<file path="src/rtl/branch_pkg.sv">
// Shared control-transfer definitions: RV32 opcodes/funct3, resolution FSM states,
// 2-bit saturating predictor counter type and its update rule.
package branch_pkg;
  localparam logic [6:0] OP_BRANCH = 7'b1100011;
  localparam logic [6:0] OP_JAL    = 7'b1101111;
  localparam logic [6:0] OP_JALR   = 7'b1100111;

  localparam logic [2:0] F3_BEQ  = 3'b000;
  localparam logic [2:0] F3_BNE  = 3'b001;
  localparam logic [2:0] F3_BLT  = 3'b100;
  localparam logic [2:0] F3_BGE  = 3'b101;
  localparam logic [2:0] F3_BLTU = 3'b110;
  localparam logic [2:0] F3_BGEU = 3'b111;

  typedef enum logic [0:0] {ST_RUN = 1'b0, ST_REDIRECT = 1'b1} state_e;

  typedef logic [1:0] ctr2_t;
  localparam ctr2_t CTR_INIT = 2'b01;

  function automatic ctr2_t ctr_next(input ctr2_t c, input logic taken);
    if (taken) return (c == 2'b11) ? c : c + 2'b01;
    else       return (c == 2'b00) ? c : c - 2'b01;
  endfunction
endpackage

</file>
<file path="src/rtl/branch_ctrl_if.sv">
// Fetch/execute/redirect signal bundle between the pipeline (master) and branch_ctrl (slave).
interface branch_ctrl_if #(parameter int XLEN = 32);
  logic            if_valid;
  logic [XLEN-1:0] if_pc;
  logic [6:0]      if_opcode;
  logic [XLEN-1:0] if_imm;
  logic            pred_taken;
  logic [XLEN-1:0] pred_target;
  logic            ex_valid;
  logic [6:0]      ex_opcode;
  logic [XLEN-1:0] ex_pc;
  logic            ex_pred_taken;
  logic            ex_br_taken;
  logic [XLEN-1:0] ex_target;
  logic            stall;
  logic            flush;
  logic            redirect_valid;
  logic [XLEN-1:0] redirect_pc;
  logic [15:0]     br_count;
  logic [15:0]     mispred_count;

  modport slave (
    input  if_valid, if_pc, if_opcode, if_imm,
           ex_valid, ex_opcode, ex_pc, ex_pred_taken, ex_br_taken, ex_target, stall,
    output pred_taken, pred_target, flush, redirect_valid, redirect_pc,
           br_count, mispred_count
  );
  modport master (
    output if_valid, if_pc, if_opcode, if_imm,
           ex_valid, ex_opcode, ex_pc, ex_pred_taken, ex_br_taken, ex_target, stall,
    input  pred_taken, pred_target, flush, redirect_valid, redirect_pc,
           br_count, mispred_count
  );
endinterface

</file>
<file path="src/rtl/bht_2bit.sv">
// Branch history table of 2-bit saturating counters: one async read port, one update port.
import branch_pkg::*;

module bht_2bit #(
  parameter int ENTRIES = 16,
  parameter int IDX_W   = $clog2(ENTRIES)
) (
  input  logic             clk,
  input  logic             rst,
  input  logic [IDX_W-1:0] rd_idx,
  output ctr2_t            rd_ctr,
  input  logic             wr_en,
  input  logic [IDX_W-1:0] wr_idx,
  input  logic             wr_taken
);
  ctr2_t tbl [ENTRIES];

  // Read is from the register array, so a same-cycle update is not bypassed.
  assign rd_ctr = tbl[rd_idx];

  always_ff @(posedge clk or posedge rst) begin
    if (rst) begin
      for (int i = 0; i < ENTRIES; i++) tbl[i] <= CTR_INIT;
    end else if (wr_en) begin
      tbl[wr_idx] <= ctr_next(tbl[wr_idx], wr_taken);
    end
  end
endmodule

</file>
<file path="src/rtl/branch_ctrl.sv">
// Fetch-stage branch predictor plus EX-stage resolution: mispredict redirect FSM,
// BHT training and resolved/mispredicted transfer counters.
import branch_pkg::*;

module branch_ctrl #(
  parameter int BHT_ENTRIES = 16,
  parameter int XLEN        = 32
) (
  input logic         clk,
  input logic         rst,
  branch_ctrl_if.slave bus
);
  localparam int IDX_W = $clog2(BHT_ENTRIES);

  state_e          state;
  logic [XLEN-1:0] rpc;
  logic [15:0]     br_cnt, mp_cnt;
  ctr2_t           rd_ctr;
  logic            if_b, if_jal, ex_cti, res_ev, mispred, ptk;

  // Fetch prediction
  assign if_b   = bus.if_opcode == OP_BRANCH;
  assign if_jal = bus.if_opcode == OP_JAL;
  assign ptk    = bus.if_valid & ((if_b & rd_ctr[1]) | if_jal);

  assign bus.pred_taken  = ptk;
  assign bus.pred_target = ptk ? bus.if_pc + bus.if_imm : bus.if_pc + XLEN'(4);

  // Execute resolution; anything seen while redirecting is wrong-path and ignored.
  assign ex_cti  = bus.ex_opcode inside {OP_BRANCH, OP_JAL, OP_JALR};
  assign res_ev  = bus.ex_valid & ~bus.stall & (state == ST_RUN) & ex_cti;
  assign mispred = res_ev & (bus.ex_br_taken != bus.ex_pred_taken);

  bht_2bit #(.ENTRIES(BHT_ENTRIES)) u_bht (
    .clk      (clk),
    .rst      (rst),
    .rd_idx   (bus.if_pc[IDX_W+1:2]),
    .rd_ctr   (rd_ctr),
    .wr_en    (res_ev & (bus.ex_opcode == OP_BRANCH)),
    .wr_idx   (bus.ex_pc[IDX_W+1:2]),
    .wr_taken (bus.ex_br_taken)
  );

  always_ff @(posedge clk or posedge rst) begin
    if (rst) begin
      state <= ST_RUN;
      rpc   <= '0;
    end else begin
      case (state)
        ST_RUN: if (mispred) begin
          state <= ST_REDIRECT;
          rpc   <= bus.ex_br_taken ? bus.ex_target : bus.ex_pc + XLEN'(4);
        end
        default: state <= ST_RUN;
      endcase
    end
  end

  always_ff @(posedge clk or posedge rst) begin
    if (rst) begin
      br_cnt <= '0;
      mp_cnt <= '0;
    end else begin
      if (res_ev  && br_cnt != 16'hFFFF) br_cnt <= br_cnt + 16'd1;
      if (mispred && mp_cnt != 16'hFFFF) mp_cnt <= mp_cnt + 16'd1;
    end
  end

  // Outputs decode straight from the state flop so reset drops them asynchronously.
  assign bus.flush          = state == ST_REDIRECT;
  assign bus.redirect_valid = state == ST_REDIRECT;
  assign bus.redirect_pc    = rpc;
  assign bus.br_count       = br_cnt;
  assign bus.mispred_count  = mp_cnt;
endmodule

</file>
<file path="src/flat_wrapper.sv">
// flat-port wrapper written by rule: the top's interface ports become plain ports
module branch_ctrl_flat 
#(
  parameter int BHT_ENTRIES = 16,
  parameter int XLEN        = 32
)
  (clk, rst, bus_if_valid, bus_if_pc, bus_if_opcode, bus_if_imm, bus_ex_valid, bus_ex_opcode, bus_ex_pc, bus_ex_pred_taken, bus_ex_br_taken, bus_ex_target, bus_stall, bus_pred_taken, bus_pred_target, bus_flush, bus_redirect_valid, bus_redirect_pc, bus_br_count, bus_mispred_count);
  branch_ctrl_if #(.XLEN(XLEN)) bus_i ();
  input logic clk;
  input logic rst;
  input wire logic [$bits(bus_i.if_valid)-1:0] bus_if_valid;
  input wire logic [$bits(bus_i.if_pc)-1:0] bus_if_pc;
  input wire logic [$bits(bus_i.if_opcode)-1:0] bus_if_opcode;
  input wire logic [$bits(bus_i.if_imm)-1:0] bus_if_imm;
  input wire logic [$bits(bus_i.ex_valid)-1:0] bus_ex_valid;
  input wire logic [$bits(bus_i.ex_opcode)-1:0] bus_ex_opcode;
  input wire logic [$bits(bus_i.ex_pc)-1:0] bus_ex_pc;
  input wire logic [$bits(bus_i.ex_pred_taken)-1:0] bus_ex_pred_taken;
  input wire logic [$bits(bus_i.ex_br_taken)-1:0] bus_ex_br_taken;
  input wire logic [$bits(bus_i.ex_target)-1:0] bus_ex_target;
  input wire logic [$bits(bus_i.stall)-1:0] bus_stall;
  output wire logic [$bits(bus_i.pred_taken)-1:0] bus_pred_taken;
  output wire logic [$bits(bus_i.pred_target)-1:0] bus_pred_target;
  output wire logic [$bits(bus_i.flush)-1:0] bus_flush;
  output wire logic [$bits(bus_i.redirect_valid)-1:0] bus_redirect_valid;
  output wire logic [$bits(bus_i.redirect_pc)-1:0] bus_redirect_pc;
  output wire logic [$bits(bus_i.br_count)-1:0] bus_br_count;
  output wire logic [$bits(bus_i.mispred_count)-1:0] bus_mispred_count;
  assign bus_i.if_valid = bus_if_valid;
  assign bus_i.if_pc = bus_if_pc;
  assign bus_i.if_opcode = bus_if_opcode;
  assign bus_i.if_imm = bus_if_imm;
  assign bus_i.ex_valid = bus_ex_valid;
  assign bus_i.ex_opcode = bus_ex_opcode;
  assign bus_i.ex_pc = bus_ex_pc;
  assign bus_i.ex_pred_taken = bus_ex_pred_taken;
  assign bus_i.ex_br_taken = bus_ex_br_taken;
  assign bus_i.ex_target = bus_ex_target;
  assign bus_i.stall = bus_stall;
  assign bus_pred_taken = bus_i.pred_taken;
  assign bus_pred_target = bus_i.pred_target;
  assign bus_flush = bus_i.flush;
  assign bus_redirect_valid = bus_i.redirect_valid;
  assign bus_redirect_pc = bus_i.redirect_pc;
  assign bus_br_count = bus_i.br_count;
  assign bus_mispred_count = bus_i.mispred_count;
  branch_ctrl #(.BHT_ENTRIES(BHT_ENTRIES), .XLEN(XLEN)) u_core (.clk(clk), .rst(rst), .bus(bus_i));
endmodule
</file>
<file path="config.mk">
export PLATFORM = sky130hd
export DESIGN_NAME = branch_ctrl_flat
export DESIGN_NICKNAME = d
export VERILOG_FILES = /design/src/rtl/branch_pkg.sv /design/src/rtl/branch_ctrl_if.sv /design/src/rtl/bht_2bit.sv /design/src/rtl/branch_ctrl.sv /design/src/flat_wrapper.sv
export SDC_FILE = /design/constraint.sdc
export NUM_CORES = 1
export LEC_CHECK = 0
export ABC_AREA = 1
export BUFFER_PORTS_ARGS = -buffer_cell sky130_fd_sc_hd__buf_4
export CAP_MARGIN = 20
export CORE_UTILIZATION = 59
export CTS_BUF_LIST = sky130_fd_sc_hd__clkbuf_8
export DETAILED_ROUTE_END_ITERATION = 6
export PLACE_DENSITY = 0.87
export SYNTH_ARGS = -nofsm -noshare
export SYNTH_HDL_FRONTEND = slang
export SYNTH_SLANG_ARGS = --single-unit
</file>
<file path="constraint.sdc">
create_clock -name clk -period 4.28 [get_ports clk]
set_clock_uncertainty 0.15 [all_clocks]
set_input_delay 0.428 -clock clk [delete_from_list [all_inputs] [get_ports clk]]
set_output_delay 0.428 -clock clk [all_outputs]
set_load 0.03 [all_outputs]
</file>
==> results of run 1 <==
through the flow:
step / worst slack [ns] / std cells / hold WS [ns] / utilization / power, uW
finish: 1.16 / 2129 / 0.116 / 0.748 / 2630
global route: 0.972 / 2129 / 0.124 / 0.748 / 2770
CTS: 1.20 / 2129 / 0.115 / 0.748 / 2620
detailed placement: 1.35 / 2112 / 0.300 / 0.734 / 1950
global placement: 1.33 / 2112 / 0.296 / 0.734 / 1940
floorplan: 1.19 / 1674 / 0.294 / - / 1590
cell usage after synthesis (2+ instances only):
cell         n  area [um2]
nand2_1    662        2480
inv_1      240         901
nor2_1     164         616
nand3_1    113         566
dfrtp_1     81        2030
xor2_1      55         482
o21ai_0     47         235
ha_1        38         475
nor3_1      36         180
a21oi_1     33         165
nand4_1     31         194
o21ai_1     28         140
xnor2_1     20         175
dfstp_2     16         420
buf_2       15        75.1
nand2_2      9        56.3
inv_2        7        26.3
nand3b_1     7        52.6
and2_1       6        37.5
nor4_1       6        37.5
o21bai_1     6        45.0
buf_4        5        37.5
o211ai_1     5        37.5
buf_6        4        45.0
clkbuf_1     4        15.0
nor3_2       4        40.0
a2bb2oi_1    3        26.3
mux2i_1      3        30.0
nand3_2      3        30.0
o22ai_1      3        18.8
or2_2        3        18.8
nor2_4       2        22.5
cells by family after synthesis:
| logic type | count (synthesis) | synth area share |
|---|---|---|
| flip-flops | 97 | 0.249 |
| AO/OA/AOI/OAI | 131 | 0.0729 |
| AND/OR/NAND/NOR | 1052 | 0.446 |
| XOR/XNOR | 75 | 0.0667 |
| buffers and inverters | 277 | 0.112 |
| multiplexers | 3 | 0.00305 |
| adder cells (fa/ha/maj) | 39 | 0.0503 |
per-layer routing:
| metal | up-vias | GRT usage | part of all wire |
|---|---|---|---|
| li1 | 5695 | - | - |
| met1 | 5259 | 0.482 | 0.40 |
| met2 | 609 | 0.633 | 0.47 |
| met3 | 91 | 0.0814 | 0.099 |
| met4 | 0 | 0.150 | 0.032 |
| met5 | - | 0 | 0 |
power by group through the flow:
stage	combinational (uW)	sequential, uW	clock, uW
6_report	968	987	676
5_1_grt	1060	992	717
4_1_cts	954	986	678
3_5_place_dp	951	1000	0
3_3_place_gp	938	1000	0
2_1_floorplan	517	1070	0
state kept, by name, indices dropped and copies added (netlist names):
| register | flops |
|---|---|
| u_core.bus.flush | 1 |
| u_core.bus.br_count | 16 |
| u_core.u_bht.tbl | 32 |
| u_core.bus.mispred_count | 16 |
| u_core.bus.redirect_pc | 32 |
cell type report:
cell class / count / area share
clock inverter: 7 / 0.00799
tap: 216 / 0.0224
clock buffer: 9 / 0.0103
multi-input combinational: 1300 / 0.522
timing repair buffer: 252 / 0.157
sequential: 97 / 0.203
inverter: 248 / 0.0773
worst paths after layout:
path                       depth (start not counted)                                      end
setup / recovery                                  14                      bus_pred_target[15]
hold / removal                                     3    u_core.bus.redirect_pc[6]$_DFFE_PP0P_
setup reg to reg                                   9  u_core.bus.mispred_count[7]$_DFFE_PP0P_
hold reg to reg                                    2         u_core.u_bht.tbl[18]$_DFFE_PP1P_
max in group asynchronous                          4  u_core.bus.mispred_count[9]$_DFFE_PP0P_
min in group asynchronous                          3       u_core.bus.br_count[2]$_DFFE_PP0P_
critical path, delay by kind of cell (launching register included):
family | cells | cell delay, ns
and+or+nand+nor | 11 | 1.37
DFF | 1 | 0.45
buffers and inverters | 3 | 0.28
==> flow_summary.yaml, run 1 <==
synth:
  ys_ff_latch: 97
  synth-edff-count: 0
  synth_nets: 1862
  synth_ff_type: "dfrtp_1"
  syn_inst: 1674
  seq_area_frac_synth: 0.249
  synth_warnings: 0
  yosysUniqueCellTypes: 47
  synthArstFlopShare: 1.00
  postSynthAreaPerCell_um2: 5.88
  netlist_area_mm2: 0.00985
finish:
  drive_gt1_frac: 0.166
  fillers: 1397
  layout.nets: 2096
  layout_common_cells: "nand2_1 (662), buf_4 (251), inv_1 (239), nor2_1 (164), nand3_1 (113)"
  multi_input_area_mm2: 0.00629
  final_area_mm2: 0.0121
  register_area_mm2: 0.00245
  insertedDiodeCount: 0
  layout_commonest_cell: "nand2_1"
  syn_to_final_growth_pct: 22.4
route:
  first_iter_violations: 1015
  vias: 11700
  wl_per_cell_um: 15.3
  firstDrtPassIters: 5
  drc: 0
  ant_nets: 0
  viasPerCell: 5.47
  wirelength_um: 32500
power_and_ir_drop:
  p_int_uw: 1560
  power_density_mw_per_mm2: 218
  switchingPower_uw: 1070
  swShare: 0.408
  pwr-share-comb: 0.368
  vdd_drop_max_v: 0.000179
  clkPwrFrac: 0.257
  p_seq_frac: 0.375
  p_leak_uw: 0.00679
clocking:
  clkLatencyLatePin_ns: 0.40
  clockRootBuffer: "clkbuf_8"
  clock_path_buffers: 2
  cts.hold.buffers_added: 1
  cts_made_buffers: 9
  h-tree-depth: 3
  ctsResizeCount: 0
  clk_pin_slew_ns: 0.13
  cts_tree: "done"
  cts_sinks: 97
  postCtsSetupBuffers: 0
setup_path:
  r2r_slack_ns: 1.67
  cp.required_ns: 3.70
  crit_type: "reg -> out"
  slowest_stage: "nand2_2"
  path_cells: "inv_1 -> nand2_1 -> nand3_1 -> nand2_1 -> nand2_1 -> nand2_1 -> inv_1 -> nand2_1 -> nand2_1 -> nand2_2 -> nand2_2 -> nand2_1 -> nand2_1 -> buf_4"
  startpoint_type: "flip-flop"
  worstSetupStartpoint: "u_core.u_bht.tbl[9]$_DFFE_PP0P_"
  cpPeakStageDelay_ns: 0.54
  rr_startpoint: "u_core.bus.flush$_DFF_PP0_"
  end_kind: "output pin"
  path_common_cell: "nand2_1"
  arrival_ns: 2.54
  crit_fanout: 32
sta:
  tightest_slew_ns: 0.915
  setup_viol: 0
  rsz0062_at_grt: "no"
  post-route-period-util: 0.729
  slew_violations: 0
  min_period_ns: 3.12
  hold_violations: 0
  timing.fmax_mhz: 321
  relSlewSlack: 0.390
  final.setup.tns_ns: 0
floorplan:
  fp.dieW_um: 131
  fp.dieH_um: 131
  start_util: 0.611
  core_mm2: 0.0161
  rows: 46
  num_io_pins: 248
  dieArea_mm2: 0.0172
global_route:
  grt_pass1_wl_um: 53500
  grt_use_total: 0.381
  grt_pass1_vias: 11100
  grt-ovfl-total: 0
  antenna_found_initial: 0
  grt_max_degree: 73
hold_path:
  hp-class: "in -> reg"
  holdCritStartpoint: "bus_ex_target[6]"
status:
  status: "finished, final reports clean"
placement:
  place_area_mm2: 0.0118
  hpwlAfterDp_um: 26300
  place_congestion: 1.01
  io_buffers: 247
flow_run:
  drv_cap: 0
Power figures use the tool's default switching activity.
==> run 2: changes to the inputs <==
CORE_UTILIZATION = 56   (was 59)
PLACE_DENSITY = 0.83   (was 0.87)
clock period = 2.94 ns   (was 4.28 ns; I/O delays follow)
==> run 2 against run 1 <==
Total power up 43%. Global-route usage down 2.2 points. Sequential power up 46%. Via count down 0.80%. Sequential cell count unchanged. Worst setup slack worse by 0.96 ns. First-iteration DRC count up 0.30%. Largest power group unchanged. Highest routed layer unchanged.
==> flow_summary.yaml, run 2 (synthesized netlist as in run 1, its figures left out) <==
placement:
  place_congestion: 1.04
  io_buffers: 247
  hpwlAfterDp_um: 26300
clocking:
  postCtsSetupBuffers: 0
  clk_pin_slew_ns: 0.10
  h-tree-depth: 3
  clockRootBuffer: "clkbuf_8"
  cts_made_buffers: 9
  cts_tree: "done"
  clkLatencyLatePin_ns: 0.39
  cts_sinks: 97
  clock_path_buffers: 2
setup_path:
  startpoint_type: "input pin"
  crit_fanout: 6
  cpPeakStageDelay_ns: 0.45
  arrival_ns: 2.29
  path_common_cell: "nand2_1"
  crit_type: "in -> out"
  cpLargestDelayFamily: "simple AND/OR/NAND/NOR gates"
  path_cells: "buf_4 -> ha_1 -> nand2_1 -> nor2_1 -> inv_1 -> nor3_1 -> and2_1 -> nand2_1 -> nand2_1 -> nand2_1 -> nand2_1 -> nand2_1 -> nand2_1 -> buf_4"
  cp.buffers_inverters: 3
  slowest_stage: "ha_1"
  cp.required_ns: 2.50
  end_kind: "output pin"
  r2r_slack_ns: 0.87
floorplan:
  dieArea_mm2: 0.0181
  core_mm2: 0.0172
  num_io_pins: 248
  fp.dieW_um: 135
  fp.dieH_um: 135
  rows: 48
  start_util: 0.571
global_route:
  antenna_found_initial: 0
  grt_use_met3: 0.0751
  grt_use_met1: 0.480
  grt_pass1_vias: 10600
  grt-ovfl-total: 0
  grt_pass1_wl_um: 51900
  met2_usage: 0.598
  grt_use_total: 0.359
  grt_max_degree: 44
  grt_busiest_layer: "met2"
route:
  wirelength_um: 32500
  viasPerCell: 5.39
  vias: 11600
  firstDrtPassIters: 7
  wl_per_cell_um: 15.1
  first_iter_violations: 1018
  drc: 0
  ant_nets: 0
finish:
  drive_gt1_frac: 0.168
  insertedDiodeCount: 0
  layout_commonest_cell: "nand2_1"
  layout_common_cells: "nand2_1 (662), buf_4 (256), inv_1 (239), nor2_1 (164), nand3_1 (113)"
  register_area_mm2: 0.00245
  syn_to_final_growth_pct: 23.2
  multi_input_area_mm2: 0.00630
  fillers: 1600
  layout.nets: 2103
sta:
  timing.fmax_mhz: 365
  post-route-period-util: 0.931
  setup_viol: 0
  rsz0062_at_grt: "no"
  final.setup.tns_ns: 0
  slew_violations: 0
  relSlewSlack: 0.539
  hold_violations: 0
  min_period_ns: 2.74
  tightest_slew_ns: 0.691
power_and_ir_drop:
  p_int_uw: 2250
  total_power_uw: 3760
  p_seq_frac: 0.383
  pwr-share-comb: 0.376
  clkPwrFrac: 0.242
  p_leak_uw: 0.00683
  power_density_mw_per_mm2: 310
  swShare: 0.401
  vdd_drop_max_v: 0.000256
  switchingPower_uw: 1510
status:
  status: "finished, final reports clean"
flow_run:
  drv_cap: 0
hold_path:
  hp-class: "in -> reg"
==> run 2: power groups by stage <==
stage / logic (uW) / registers, uW / clock network, uW
final: 1410 / 1440 / 909
after global placement: 1370 / 1460 / 0
after CTS: 1390 / 1440 / 920
after floorplan: 753 / 1560 / 0
after detailed placement: 1390 / 1460 / 0
after global routing: 1550 / 1450 / 979
==> run 2: final cells by class <==
type,count,area share
multi-input cells,1300,0.519
flip-flops and latches,97,0.202
repair buffers,259,0.162
inverters,248,0.0770
well taps,225,0.0232
clock buffers,9,0.0102
clock inverters,7,0.00701
==> run 2: path summary, 6_finish.rpt <==
check / from / end / cells after the start
worst max-delay path: bus_if_pc[23] / bus_pred_target[27] / 14
worst min-delay path: bus_ex_target[22] / u_core.bus.redirect_pc[22]$_DFFE_PP0P_ / 3
worst max register to register: u_core.bus.flush$_DFF_PP0_ / u_core.bus.mispred_count[7]$_DFFE_PP0P_ / 9
worst min register to register: u_core.u_bht.tbl[6]$_DFFE_PP1P_ / u_core.u_bht.tbl[6]$_DFFE_PP1P_ / 2
max in group asynchronous: rst / u_core.bus.redirect_pc[7]$_DFFE_PP0P_ / 4
min in group asynchronous: rst / u_core.bus.redirect_pc[9]$_DFFE_PP0P_ / 3
==> run 2: metal layers <==
| metal | wire length (um) | vias up |
|---|---|---|
| li1 | - | 5709 |
| met1 | 13900 | 5284 |
| met2 | 15100 | 520 |
| met3 | 2920 | 48 |
| met4 | 511 | 0 |
| met5 | 0 | - |
==> run 2: repair_timing <==
item	CTS	global route
setup endpoints to repair	0	27
resized for setup	0	1
hold endpoints to repair	21	0
hold buffers	2	0
==> run 2: worst register-to-register path: cells and delay by family, from the launching register on <==
family	cells	cell delay, ns
AND/OR/NAND/NOR	7	1.20
flip-flops	1	0.42
XOR/XNOR	1	0.14
buffers and inverters	1	0.06
==> run 2: metrics by stage <==
| step | instance area, um2 | hold slack, ns | worst slack (ns) | utilization | cells |
|---|---|---|---|---|---|
| finish | 12100 | 0.0247 | 0.202 | 0.704 | 2145 |
| global route | 12100 | 0.0180 | 0.0845 | 0.704 | 2145 |
| CTS | 12100 | 0.0134 | 0.132 | 0.704 | 2145 |
| detailed placement | 11900 | 0.289 | 0.251 | 0.690 | 2127 |
| global placement | 11900 | 0.280 | 0.315 | 0.690 | 2127 |
| floorplan | 9850 | 0.275 | 0.674 | - | 1674 |
==> run 3: changes to the inputs <==
ABC_AREA = default   (was 1)
CORE_UTILIZATION = 53   (was 56)
==> run 3 against run 2 <==
The run now ends with setup timing left. Die area down 18%. First-iteration DRC count down 44%. Total power down 2.6%. Worst hold slack better by 0.012 ns. Utilization up 9.4 points. Critical endpoint is now bus_pred_target[30]. Critical path type unchanged.
==> flow_summary.yaml, run 3 <==
status:
  status: "complete, but fails checks"
  violations: "setup timing"
floorplan:
  num_io_pins: 248
  fp.dieW_um: 122
  fp.dieH_um: 122
  rows: 43
  start_util: 0.548
  dieArea_mm2: 0.0149
  core_mm2: 0.0140
synth:
  synth_simple_gate_area_frac: 0.197
  syn_inst: 869
  synth_nets: 1057
  seq_area_frac_synth: 0.319
  yosys.cell_count.top_type: "nand2_1"
  synth_warnings: 0
  yosysTopAreaCellShare: 0.264
  postSynthAreaPerCell_um2: 8.82
  yosysTopAreaCell: "dfrtp_1"
  yosysUniqueCellTypes: 68
  synth_compound_area_frac: 0.139
  netlist_area_mm2: 0.00767
  ys_ff_latch: 97
  synth_ff_type: "dfrtp_1"
  yosys-top-cells-area: "dfrtp_1 (26%), xnor2_1 (6.7%), xor2_1 (6.4%)"
  synth_top_family_by_area: "simple AND/OR/NAND/NOR gates"
  synth-adder-area-share: 0.0676
  synthMuxAreaShare: 0.113
  synth-edff-count: 0
  synthArstFlopShare: 1.00
  synth-xor-area-share: 0.131
  synth_common_cells: "nand2_1 (99), nor2_1 (87), dfrtp_1 (81), a21oi_1 (78), xnor2_1 (59)"
finish:
  syn_to_final_growth_pct: 45.6
  drive_gt1_frac: 0.424
  fillers: 878
  layout.nets: 1378
  register_area_mm2: 0.00245
  layout_common_cells: "buf_4 (307), nand2_1 (99), nor2_1 (82), dfrtp_1 (81), xnor2_1 (59)"
  insertedDiodeCount: 0
  layout_commonest_cell: "buf_4"
  multi_input_area_mm2: 0.00543
global_route:
  grt_use_total: 0.318
  antenna_found_initial: 0
  grt-ovfl-total: 0
  grt_pass1_wl_um: 37400
  grt_max_degree: 68
  grt_pass1_vias: 7744
clocking:
  cts_tree: "done"
  clockRootBuffer: "clkbuf_8"
  h-tree-depth: 3
  clkLatencyLatePin_ns: 0.38
  clk_pin_slew_ns: 0.09
  cts_sinks: 97
  cts_made_buffers: 9
  clock_path_buffers: 2
setup_path:
  arrival_ns: 2.74
  slowest_stage: "or4_4"
  rr_worst_depth: 9
  timing.rr.end: "u_core.bus.br_count[8]$_DFFE_PP0P_"
  crit_fanout: 2
  cpPeakStageDelay_ns: 0.46
  end_kind: "output pin"
  startpoint_type: "input pin"
  path_cells: "buf_8 -> ha_4 -> buf_6 -> o211ai_1 -> o211ai_1 -> a21oi_2 -> or4_4 -> and3_4 -> o31ai_4 -> o21ai_2 -> xor2_2 -> mux2i_4 -> buf_6"
  crit_type: "in -> out"
  cp.required_ns: 2.50
  r2r_slack_ns: 0.19
  rr_startpoint: "u_core.bus.br_count[5]$_DFFE_PP0P_"
sta:
  fin_ws_ns: -0.242
  rsz0062_at_grt: "yes"
  tightest_slew_ns: 0.700
  setup_viol: 32
  final.setup.tns_ns: -2.85
  timing.fmax_mhz: 314
  min_period_ns: 3.18
  slew_violations: 0
  post-route-period-util: 1.08
  hold_violations: 0
  relSlewSlack: 0.532
route:
  wirelength_um: 24800
  ant_nets: 0
  drc: 0
  first_iter_violations: 570
  viasPerCell: 5.84
  firstDrtPassIters: 5
  wl_per_cell_um: 18.0
  vias: 8034
placement:
  io_buffers: 247
  hpwlAfterDp_um: 17700
  place_congestion: 0.935
power_and_ir_drop:
  p_leak_uw: 0.00528
  power_density_mw_per_mm2: 328
  total_power_uw: 3660
  vdd_drop_max_v: 0.000334
flow_run:
  drv_cap: 0
hold_path:
  min_to: "u_core.bus.redirect_pc[26]$_DFFE_PP0P_"
  hp-class: "in -> reg"
  holdCritStartpoint: "bus_ex_target[26]"
  whs_path_depth: 3
run 3: timing repair:
action	in CTS	in global routing
endpoints found under the hold margin	30	0
cloned	1	0
endpoints found under the setup margin	27	32
pin swaps	20	8
setup buffers	9	4
hold buffers	1	0
resized for setup	71	40
run 3: area by class of cell:
| cell class | instances | share of cell area |
|---|---|---|
| inverter | 19 | 0.00684 |
| sequential | 97 | 0.219 |
| clock inverter | 7 | 0.00684 |
| multi-input combinational | 716 | 0.486 |
| tap | 180 | 0.0202 |
| timing repair buffer | 347 | 0.249 |
| clock buffer | 9 | 0.0111 |
run 3: how the worst max path moves through the flow:
stage,startpoint,endpoint,depth (start not counted)
floorplan,bus_if_imm[0],bus_pred_target[28],11
global placement,bus_if_pc[0],bus_pred_target[28],13
detailed placement,bus_if_imm[1],bus_pred_target[29],13
CTS,bus_if_pc[4],bus_pred_target[30],13
global route,bus_if_pc[4],bus_pred_target[30],13
finish,bus_if_pc[4],bus_pred_target[30],13
run 3: worst max-delay path, delay by kind of cell:
family	cells	cell delay, ns
compound gates	5	0.84
simple gates	2	0.64
buf+inv	3	0.35
fa+ha+maj	1	0.26
mux	1	0.19
xor+xnor	1	0.16
run 3: per-layer routing:
layer	routed length (um)	vias up	GRT usage	part of all wire
met5	0	-	0	0
met4	1090	0	0.150	0.044
met3	1350	87	0.0460	0.055
met2	12600	357	0.556	0.51
met1	9740	3863	0.385	0.39
li1	-	3727	-	-
run 3: where the power goes:
| part | internal, uW | leakage [uW] | total (uW) | switching (uW) |
|---|---|---|---|---|
| sequential | 1370 | 0.00127 | 1400 | 29.6 |
| clock | 400 | 0.0000979 | 901 | 501 |
| combinational | 638 | 0.00392 | 1360 | 721 |
run 3: cells by family after synthesis:
| family | Yosys count |
|---|---|
| buffers and inverters | 56 |
| and+or+nand+nor | 314 |
| AOI/OAI and AO/OA | 180 |
| DFF | 97 |
| muxes | 66 |
| xor gates and xnor gates | 115 |
| adders and majority gates | 41 |
run 3: through the flow:
stage	instances	hold slack, ns	util	setup WS, ns	area, um2
floorplan	869	0.311	-	-0.0528	7780
global placement	1345	0.298	0.738	-0.403	10300
detailed placement	1345	0.295	0.738	-0.426	10300
CTS	1372	0.0291	0.785	-0.213	11000
global route	1375	0.0434	0.798	-0.288	11200
finish	1375	0.0366	0.798	-0.242	11200
